<file path="src/rtl/univ_shift_reg.sv">
`default_nettype none
// ============================================================================
// Module      : univ_shift_reg
// Description : Parametrised universal shift register. Run-time selectable
//               hold / shift-left / shift-right / parallel-load with clock
//               enable, serial taps at both ends, a saturating shift counter
//               and a one-cycle frame_done pulse after a full WIDTH-bit frame.
// Revision    : 1.0 - initial release
// ============================================================================
module univ_shift_reg #(
    parameter int               WIDTH     = 8,
    parameter logic [WIDTH-1:0] RESET_VAL = {WIDTH{1'b0}},
    localparam int              CW        = $clog2(WIDTH + 1)
) (
    input  logic             clk,
    input  logic             rst,
    input  logic             en,
    input  logic [1:0]       mode,
    input  logic             sin_r,
    input  logic             sin_l,
    input  logic [WIDTH-1:0] pdin,
    output logic [WIDTH-1:0] q,
    output logic             sout_l,
    output logic             sout_r,
    output logic [CW-1:0]    cnt,
    output logic             frame_done
);

    // Operation encodings on the mode input
    localparam logic [1:0] C_MODE_HOLD  = 2'b00;
    localparam logic [1:0] C_MODE_LEFT  = 2'b01;
    localparam logic [1:0] C_MODE_RIGHT = 2'b10;
    localparam logic [1:0] C_MODE_LOAD  = 2'b11;

    // Counter limits: saturation value and the value that precedes the pulse
    localparam logic [CW-1:0] C_CNT_FULL = CW'(WIDTH);
    localparam logic [CW-1:0] C_CNT_LAST = CW'(WIDTH - 1);

    logic [WIDTH-1:0] r_q;
    logic [CW-1:0]    r_cnt;
    logic             r_frame_done;

    logic [WIDTH-1:0] w_q_next;
    logic [CW-1:0]    w_cnt_next;
    logic             w_frame_done_next;
    logic             w_is_shift;

    // A shift is any enabled left or right move; both feed the same counter
    assign w_is_shift = en && ((mode == C_MODE_LEFT) || (mode == C_MODE_RIGHT));

    // Next-state selection for data, counter and frame pulse
    always_comb begin
        w_q_next          = r_q;
        w_cnt_next        = r_cnt;
        w_frame_done_next = 1'b0;
        if (en) begin
            case (mode)
                C_MODE_HOLD: begin
                    w_q_next = r_q;
                end
                C_MODE_LEFT: begin
                    w_q_next = {r_q[WIDTH-2:0], sin_r};
                end
                C_MODE_RIGHT: begin
                    w_q_next = {sin_l, r_q[WIDTH-1:1]};
                end
                C_MODE_LOAD: begin
                    w_q_next   = pdin;
                    w_cnt_next = '0;
                end
                default: begin
                    w_q_next = r_q;
                end
            endcase
            if (w_is_shift) begin
                // Saturate at WIDTH so the pulse cannot recur without a load
                if (r_cnt != C_CNT_FULL) begin
                    w_cnt_next = r_cnt + 1'b1;
                end
                w_frame_done_next = (r_cnt == C_CNT_LAST);
            end
        end
    end

    // State registers with asynchronous reset
    always_ff @(posedge clk or posedge rst) begin
        if (rst) begin
            r_q          <= RESET_VAL;
            r_cnt        <= '0;
            r_frame_done <= 1'b0;
        end else begin
            r_q          <= w_q_next;
            r_cnt        <= w_cnt_next;
            r_frame_done <= w_frame_done_next;
        end
    end

    assign q          = r_q;
    assign cnt        = r_cnt;
    assign frame_done = r_frame_done;

    // Serial taps come straight from the register, no extra stage
    assign sout_l = r_q[WIDTH-1];
    assign sout_r = r_q[0];

endmodule
`default_nettype wire

</file>
<file path="config.mk">
export PLATFORM = sky130hd
export DESIGN_NAME = univ_shift_reg
export DESIGN_NICKNAME = d
export VERILOG_FILES = /design/src/rtl/univ_shift_reg.sv
export SDC_FILE = /design/constraint.sdc
export NUM_CORES = 1
export LEC_CHECK = 0
export CAP_MARGIN = 20
export CORE_MARGIN = 2
export CORE_UTILIZATION = 47
export CTS_CLUSTER_SIZE = 40
export DETAILED_ROUTE_END_ITERATION = 6
export PLACE_DENSITY = 0.83
export SYNTH_ARGS = -nofsm -noshare
export SYNTH_HDL_FRONTEND = slang
export SYNTH_SLANG_ARGS = --single-unit
</file>
<file path="constraint.sdc">
create_clock -name clk -period 2.8 [get_ports clk]
set_input_delay 0.28 -clock clk [delete_from_list [all_inputs] [get_ports clk]]
set_output_delay 0.28 -clock clk [all_outputs]
set_load 0.1 [all_outputs]
</file>
-- After elaboration in Yosys (flattened, before gate mapping)
Cells that the tools add are included.
- bits in registers: 13
- input port bits: 15
- output and inout port bits: 15
- word-level logic and storage cells: 20
- add/sub/neg operators: 1
- equal/unequal tests: 5
- multiplexer cells: 6
- bitwise logic cells: 1
- reductions and logical operators: 4
- operators with widths (kind ; count):
    $pmux 8 s3 ; 1
    $mux 4 ; 3
    $add 4x1->4 const B ; 1
    $eq 2x2->1 const B ; 2
    $eq 4x3->1 const B ; 1
    $ne 4x4->1 const B ; 1
    $eq 2x1->1 const B ; 1
    $logic_not 2->1 ; 1
    $mux 1 ; 2
    $reduce_and 2->1 ; 1
    $logic_and 1x1->1 ; 1
    $logic_or 1x1->1 ; 1
    $not 1->1 ; 1

-- Logic depth before layout (Yosys ltp)
Gate-level depths: netlist of the first run.
- word-level depth: 5
- depth in mapped cells: 7
- gate-level depth less buffers: 5

-- Worst setup path before layout of the first run
No wires, ideal clock.
- path type: flip-flop to flip-flop
- from: reg r_cnt[0], in the netlist cnt[0]
- to: reg r_cnt[0], in the netlist cnt[0]
- library setup time: 85 ps
- data arrival time: 1726 ps
- data required time: 2715 ps
- slack: 989 ps
- stages on the path, launching flop included: 6
- buffers on the path: 0
- clock period less this slack: 1811 ps
- cell sequence: dfrtp_1 inv_1 ha_1 nand2_1 o21ai_0 o22ai_1
- word-level cells in the longest chain between the ends: 3
- elaborated cells on any way between the ends: 5
- classes of those cells: add/sub (1); eq/ne (1); mux (3)
- ends and longest elaborated chain (what ; RTL line ; RTL):
    start, declared ; 40 ; logic [CW-1:0] r_cnt;
    start signal, assigned ; 93 ; r_cnt <= w_cnt_next;
    $add 4x1->4, or another cell as far along ; 78 ; w_cnt_next = r_cnt + 1'b1;
    $mux 4 ; 77 ; if (r_cnt != C_CNT_FULL) begin
    $mux 4 * ; 75 ; if (w_is_shift) begin
Mark *: on every way between the ends. The rest lies on a longest branch, timed or not.
A chain may end at the register's enable or synchronous reset.

-- Final worst setup path of the first run
- from: in mode[0]
- to: reg r_q[5], in the netlist q[5]
- word-level cells in the longest chain between the ends: 3
- elaborated cells on any way between the ends: 7
- classes of those cells: eq/ne (3); mux (1); bitwise (1); reduce/logical (2)
- ends and longest elaborated chain (what ; RTL line ; RTL):
    start, declared ; 18 ; input logic [1:0] mode,
    parallel branches: the longest is 3 deep, another holds $pmux 8 s3 ; - ;
    end signal, assigned ; 92 ; r_q <= w_q_next;
    end, declared ; 39 ; logic [WIDTH-1:0] r_q;
Several ways; the timed one is not identified.

==> results of run 1 <==
worst max-delay path by stage:
| stage | slack [ns] | end |
|---|---|---|
| 2_1_floorplan | 0.99 | cnt[0] |
| 3_3_place_gp | 0.94 | q[1] |
| 3_5_place_dp | 0.88 | q[5] |
| 4_1_cts | 1.17 | q[5] |
| 5_1_grt | 1.07 | q[3] |
| 6_report | 1.17 | q[5] |
logic make-up after synthesis:
family,after synthesis,synth area share
compound gates,23,0.205
simple gates,34,0.197
mux,2,0.0232
fa+ha+maj,6,0.0868
xor+xnor,1,0.0101
buf+inv,13,0.101
flops,13,0.376
area by class of cell:
cell class              count  area (um^2)  area share
well taps                  25         31.3      0.0283
clock buffers               4         26.3      0.0238
repair buffers             29          253       0.229
flip-flops and latches     13          325       0.294
inverters                   5         18.8      0.0170
multi-input cells          66          452       0.408
per-stage QoR:
step / worst slack (ns) / hold slack (ns) / cells
final: 1.17 / 0.319 / 142
after global routing: 1.07 / 0.373 / 142
after CTS: 1.17 / 0.342 / 142
after detailed placement: 0.879 / 0.527 / 138
after global placement: 0.940 / 0.523 / 138
after floorplan: 0.989 / 0.157 / 92
worst max-delay path: cells and delay by family:
kind	cells	cell delay, ns
buf+inv	2	0.57
compound gates	1	0.08
simple gates	2	0.52
fa+ha+maj	1	0.32
cells in the mapped netlist (all sizes together):
library cell and instances:
o21ai 3, clkbuf 1, inv 5, a22oi 5, buf 7, nor2b 1
o31ai 8, mux2i 2, a32o 1, nand2 11, o22ai 1, nand4 2
a221oi 3, or2 1, or2b 1, nor2 11, dfrtp 13, nand2b 7
xor2 1, ha 6, a31oi 2
state kept, by name, summed over array words and instances, names as in the netlist:
signal and flops:
cnt 4, frame_done 1, q 8
metal layers:
metal | part of all wire | GRT usage | wire, um
met4 | 0.015 | 0.122 | 27
met3 | 0.040 | 0.0346 | 74
met2 | 0.51 | 0.307 | 946
met1 | 0.43 | 0.216 | 796
met5 | 0 | 0 | 0
power by group:
part	internal, W	switching [W]
Combinational	0.000148	0.000480
Clock	0.0000552	0.0000635
Sequential	0.000233	0.0000626
==> key figures, run 1 <==
Layout
  • Leading cell types in the layout, fill and taps excluded: buf_4, clkdlybuf4s50_1, dfrtp_1
  • Fillers: 146
  • Layout cells sized above 1: 0.197
  • Finished Core Util: 0.641
  • Post-route cell area: 0.00111 mm^2
  • Antenna Cells: 0
  • Most common cell after layout, fill and taps aside: buf_4
  • Final net count: around 140
  • Synthesis-to-finish area growth: 27.9%

STA
  • Minimum clock period: approximately 1.6 ns
  • Period utilization: 0.581
  • Final Skew: 0.00479 ns
  • Slew Limit Fails: 0
  • Setup TNS Final: 0 ns
  • Slew @ Worst Pin: 0.505 ns
  • Worst slew margin: 0.663
  • Final hold violation count: 0
  • # setup viols final: 0
  • F_max: between 0.6 and 0.7 GHz
  • RSZ-0062 raised after global routing: no

Worst setup path
  • Arr. time, crit path: ~1.8 ns
  • Critical path class: in -> reg
  • Worst R2R Setup Slack: 1.46 ns
  • Crit-path slowest cell: clkdlybuf4s50_1
  • Worst reg2reg endpoint: cnt[2]
  • CP peak stage delay: approximately 0.50 ns
  • R2R cell count: 5
  • Req. time, crit path: 2.95 ns
  • Endpoint class of the critical path: flip-flop
  • R2r startpoint: cnt[0]
  • CP Launch Type: input port
  • Ordered cell list for the critical path: clkdlybuf4s50_1 > inv_1 > ha_1 > or2_2 > nor2_1 > o31ai_1
  • Critical Path Source: mode[0]
  • Critical Path Fanout Max: 11

Route
  • Wirelength per Cell: 13.0 um
  • DR iter-0 viols: 7
  • Via density: 5.35
  • DR pass1 iterations: 4
  • Detail Route Antenna Nets: 0
  • Detailed Route WL: 1.84 mm
  • Vias after detailed routing: 760
  • DRC Markers: 0

Place
  • Hpwl dp: 1.39 mm
  • Port Buf Inserts: 29
  • GP Congestion: 0.762
  • Placed cell areas: 0.00108 mm^2

Clock network
  • Clk sink count: 13
  • Post-CTS Hold Fix Bufs: 0
  • Setup bufs post-CTS: 0
  • Clk slew on worst S/H paths: 0.08 ns
  • Post-cts resize count: 0
  • CTS tree: built
  • CTS Buffer Depth: 2
  • Clk_lat worst skew: 0.28 ns
  • Root Buffer: clkbuf_4
  • TritonCTS Buffers: 3
  • H-tree depth: 1

Floorplan
  • Initial Util: 0.501
  • Chip height: 46.9 um
  • Rows: 15
  • Core region area: 0.00173 mm^2
  • Die area: 0.00220 mm^2
  • I/O pins: 30
  • DIE WIDTH: between 40 and 50 um

GRT
  • First-pass GRT wire length: 2.83 mm
  • Gr usage total: 0.185
  • Vias in the first global route: slightly below 700
  • Largest net degree at the start of global routing: 17
  • Number of antenna violations at the first check in global routing: 0
  • GRT overflow: 0

Synthesis
  • Synth top area share: 0.376
  • Post-Syn Area: 865 um^2
  • Syn Inst Count: 92
  • Post-synth cell types: 26
  • Syn_nets: 113
  • Synth warn: 0
  • Syn Area/Cell: 9.40 um^2
  • Dominant cell type by area after synthesis: dfrtp_1
  • Register area share after synthesis: 0.376
  • Synth area leaders: dfrtp_1, ha_1, o31ai_1, nand2_1, nor2_1
  • Register bit total from synthesis: 13

Power and ir drop
  • Pwr per Cell Area: 942 mW/mm^2
  • Leak: 0.530 nW
  • Power Total: roughly 0.0010 W
  • VDD IR max: 0.000479 V

Flow run
  • Max-cap violation count: 0

Min path
  • Hold Crit Class: in -> async

Run status
  • Run status: finished, final reports clean
(Power assumes the default switching activity.)
==> run 2: changes to the inputs <==
- CORE_UTILIZATION: 47 -> 44
- PLACE_DENSITY: 0.83 -> 0.78
- clock period: 2.8 -> 1.7 ns (I/O delays scaled with it)
==> run 2 against run 1 <==
Net effect:
- non-clock buffer count rose by 2
- wire length increased by 10%
- global-route usage increased by 0.64 points
- register-to-register slack lost 1.2 ns
- clock skew down 0.0028 ns
- first-iteration DRC count rose to 5.1 times the previous value
- sequential power is 82% higher
- final cell count up 2.8%
- via count increased by 4.2%
- critical path type unchanged
==> key figures, run 2 (synthesis gave the netlist of run 1 again) <==
Run status
  • Run status: finished, final reports clean

Clock network
  • H-tree depth: 1 (unchanged)
  • Root Buffer: clkbuf_4
  • Setup bufs post-CTS: 0 (unchanged)
  • Post-CTS Hold Fix Bufs: 0 (unchanged)
  • Clk slew on worst S/H paths: 0.08 ns (about the same)
  • Clk sink count: 13 (unchanged)
  • CTS tree: built
  • TritonCTS Buffers: 3 (unchanged)
  • Clk_lat worst skew: 0.29 ns (about the same)
  • CTS Buffer Depth: 2 (unchanged)
  • Post-cts resize count: 0 (unchanged)

Place
  • Hpwl dp: 1.51 mm (+9.1%)
  • GP Congestion: 0.863 (+13%)
  • Placed cells: 142 (+2.9%)
  • Port Buf Inserts: 29 (unchanged)

GRT
  • M1 GR Usage: 0.227 (+0.0106)
  • Global Route met2 Usage: 0.317 (+0.0103)
  • Largest net degree at the start of global routing: 17 (unchanged)
  • GRT overflow: 0 (unchanged)
  • Number of antenna violations at the first check in global routing: 0 (unchanged)
  • Vias in the first global route: 743 (+10%)
  • First-pass GRT wire length: 3.46 mm (+22%)
  • Gr usage total: 0.191 (+0.00635)
  • Grt peak-use layer: met2
  • Global routing usage on met3: 0.0586 (+0.0240)

Worst setup path
  • Critical path class: in -> reg
  • WP depth: 6 (unchanged)
  • Req. time, crit path: 1.90 ns (-1.05 ns)
  • CP Launch Type: input port
  • Crit path max-delay family: buffers and inverters
  • CP bufs+invs: 2 (unchanged)
  • CP peak stage delay: 0.51 ns (about the same)
  • Ordered cell list for the critical path: clkdlybuf4s50_1 > inv_1 > ha_1 > o21ai_0 > a31oi_1 > o22ai_1
  • R2R cell count: 5 (unchanged)
  • Critical Path Fanout Max: 5 (-6)
  • Arr. time, crit path: 1.66 ns (-0.12 ns)
  • Endpoint class of the critical path: flip-flop
  • Crit-path slowest cell: clkdlybuf4s50_1

Floorplan
  • Die area: 0.00234 mm^2 (+6.2%)
  • Chip height: 48.3 um (+3.1%)
  • I/O pins: 30 (unchanged)
  • Core region area: 0.00190 mm^2 (+10%)
  • Rows: 16 (+1)
  • Initial Util: 0.455 (-0.0461)
  • DIE WIDTH: 48.3 um (+3.1%)

Power and ir drop
  • VDD IR max: 0.00125 V (+160%)
  • Leak: 0.593 nW (+12%)
  • Pwr per Cell Area: 1540 mW/mm^2 (+63%)
  • Power Total: 0.00200 W (+92%)

Route
  • DRC Markers: 0 (unchanged)
  • Via density: 5.42 (+1.4%)
  • DR pass1 iterations: 5 (+1)
  • Detailed Route WL: 2.03 mm (+10%)
  • Wirelength per Cell: 13.9 um (+7.3%)
  • Detail Route Antenna Nets: 0 (unchanged)
  • DR iter-0 viols: 36 (+29)
  • Vias after detailed routing: 792 (+4.2%)

STA
  • Hold WS: 0.208 ns (-0.111 ns)
  • Final Skew: 0.00202 ns (-0.00277 ns)
  • Slew @ Worst Pin: 0.533 ns (+0.0289 ns)
  • RSZ-0062 raised after global routing: no
  • Final hold violation count: 0 (unchanged)
  • Period utilization: 0.859
  • Minimum clock period: 1.46 ns
  • Worst slew margin: 0.644 (-0.0193)
  • # setup viols final: 0 (unchanged)
  • Slew Limit Fails: 0 (unchanged)
  • F_max: 0.685 GHz

Layout
  • Synthesis-to-finish area growth: 50.5%
  • Final net count: 141 (+1.4%)
  • Leading cell types in the layout, fill and taps excluded: clkdlybuf4s50_1, buf_12, nor2_1, nand2_1, dfrtp_1
  • Final cell count without fillers: 146 (+2.8%)
  • Max FFs per register: 8 (unchanged)
  • Antenna Cells: 0 (unchanged)
  • Layout cells sized above 1: 0.227 (+0.0303)

Min path
  • Hold Crit Class: in -> async

Flow run
  • Max-cap violation count: 0 (unchanged)
==> run 2: power by group <==
| group | leakage, nW | internal [W] | total, W | switching, W |
|---|---|---|---|---|
| clock | 0.0150 | 0.0000915 | 0.000204 | 0.000112 |
| sequential | 0.162 | 0.000387 | 0.000540 | 0.000153 |
| combinational | 0.416 | 0.000456 | 0.00125 | 0.000797 |
| total | 0.593 | 0.000935 | 0.00200 | 0.00106 |
==> run 2: final timing paths <==
check,startpoint,endpoint,slack [ns]
worst max-delay path,mode[0],cnt[0],0.24
worst min-delay path,rst,cnt[3],0.21
worst max register to register,cnt[0],cnt[0],0.31
worst min register to register,cnt[1],cnt[1],0.60
max in group asynchronous,rst,cnt[1],1.11
min in group clk,sin_r,q[0],0.52
==> run 2: stage by stage <==
stage	setup TNS [ns]	worst slack, ns	instance area, um^2	util
finish	0	0.240	1300	0.684
global route	0	0.103	1300	0.684
CTS	0	0.264	1300	0.684
detailed placement	-0.137	-0.0486	1270	0.670
global placement	0	0.00831	1270	0.670
floorplan	0	0.103	867	-
==> run 2: cell type report <==
class | instances | area, um^2
flip-flops and latches | 13 | 328
repair buffers | 31 | 443
multi-input cells | 66 | 452
clock buffers | 4 | 26.3
inverters | 5 | 18.8
well taps | 27 | 33.8
fillers | 155 | 601
==> run 2: layer usage <==
metal,share of wire,vias up
met5,0,-
met4,0.024,0
met3,0.060,4
met2,0.51,33
met1,0.40,381
li1,-,374
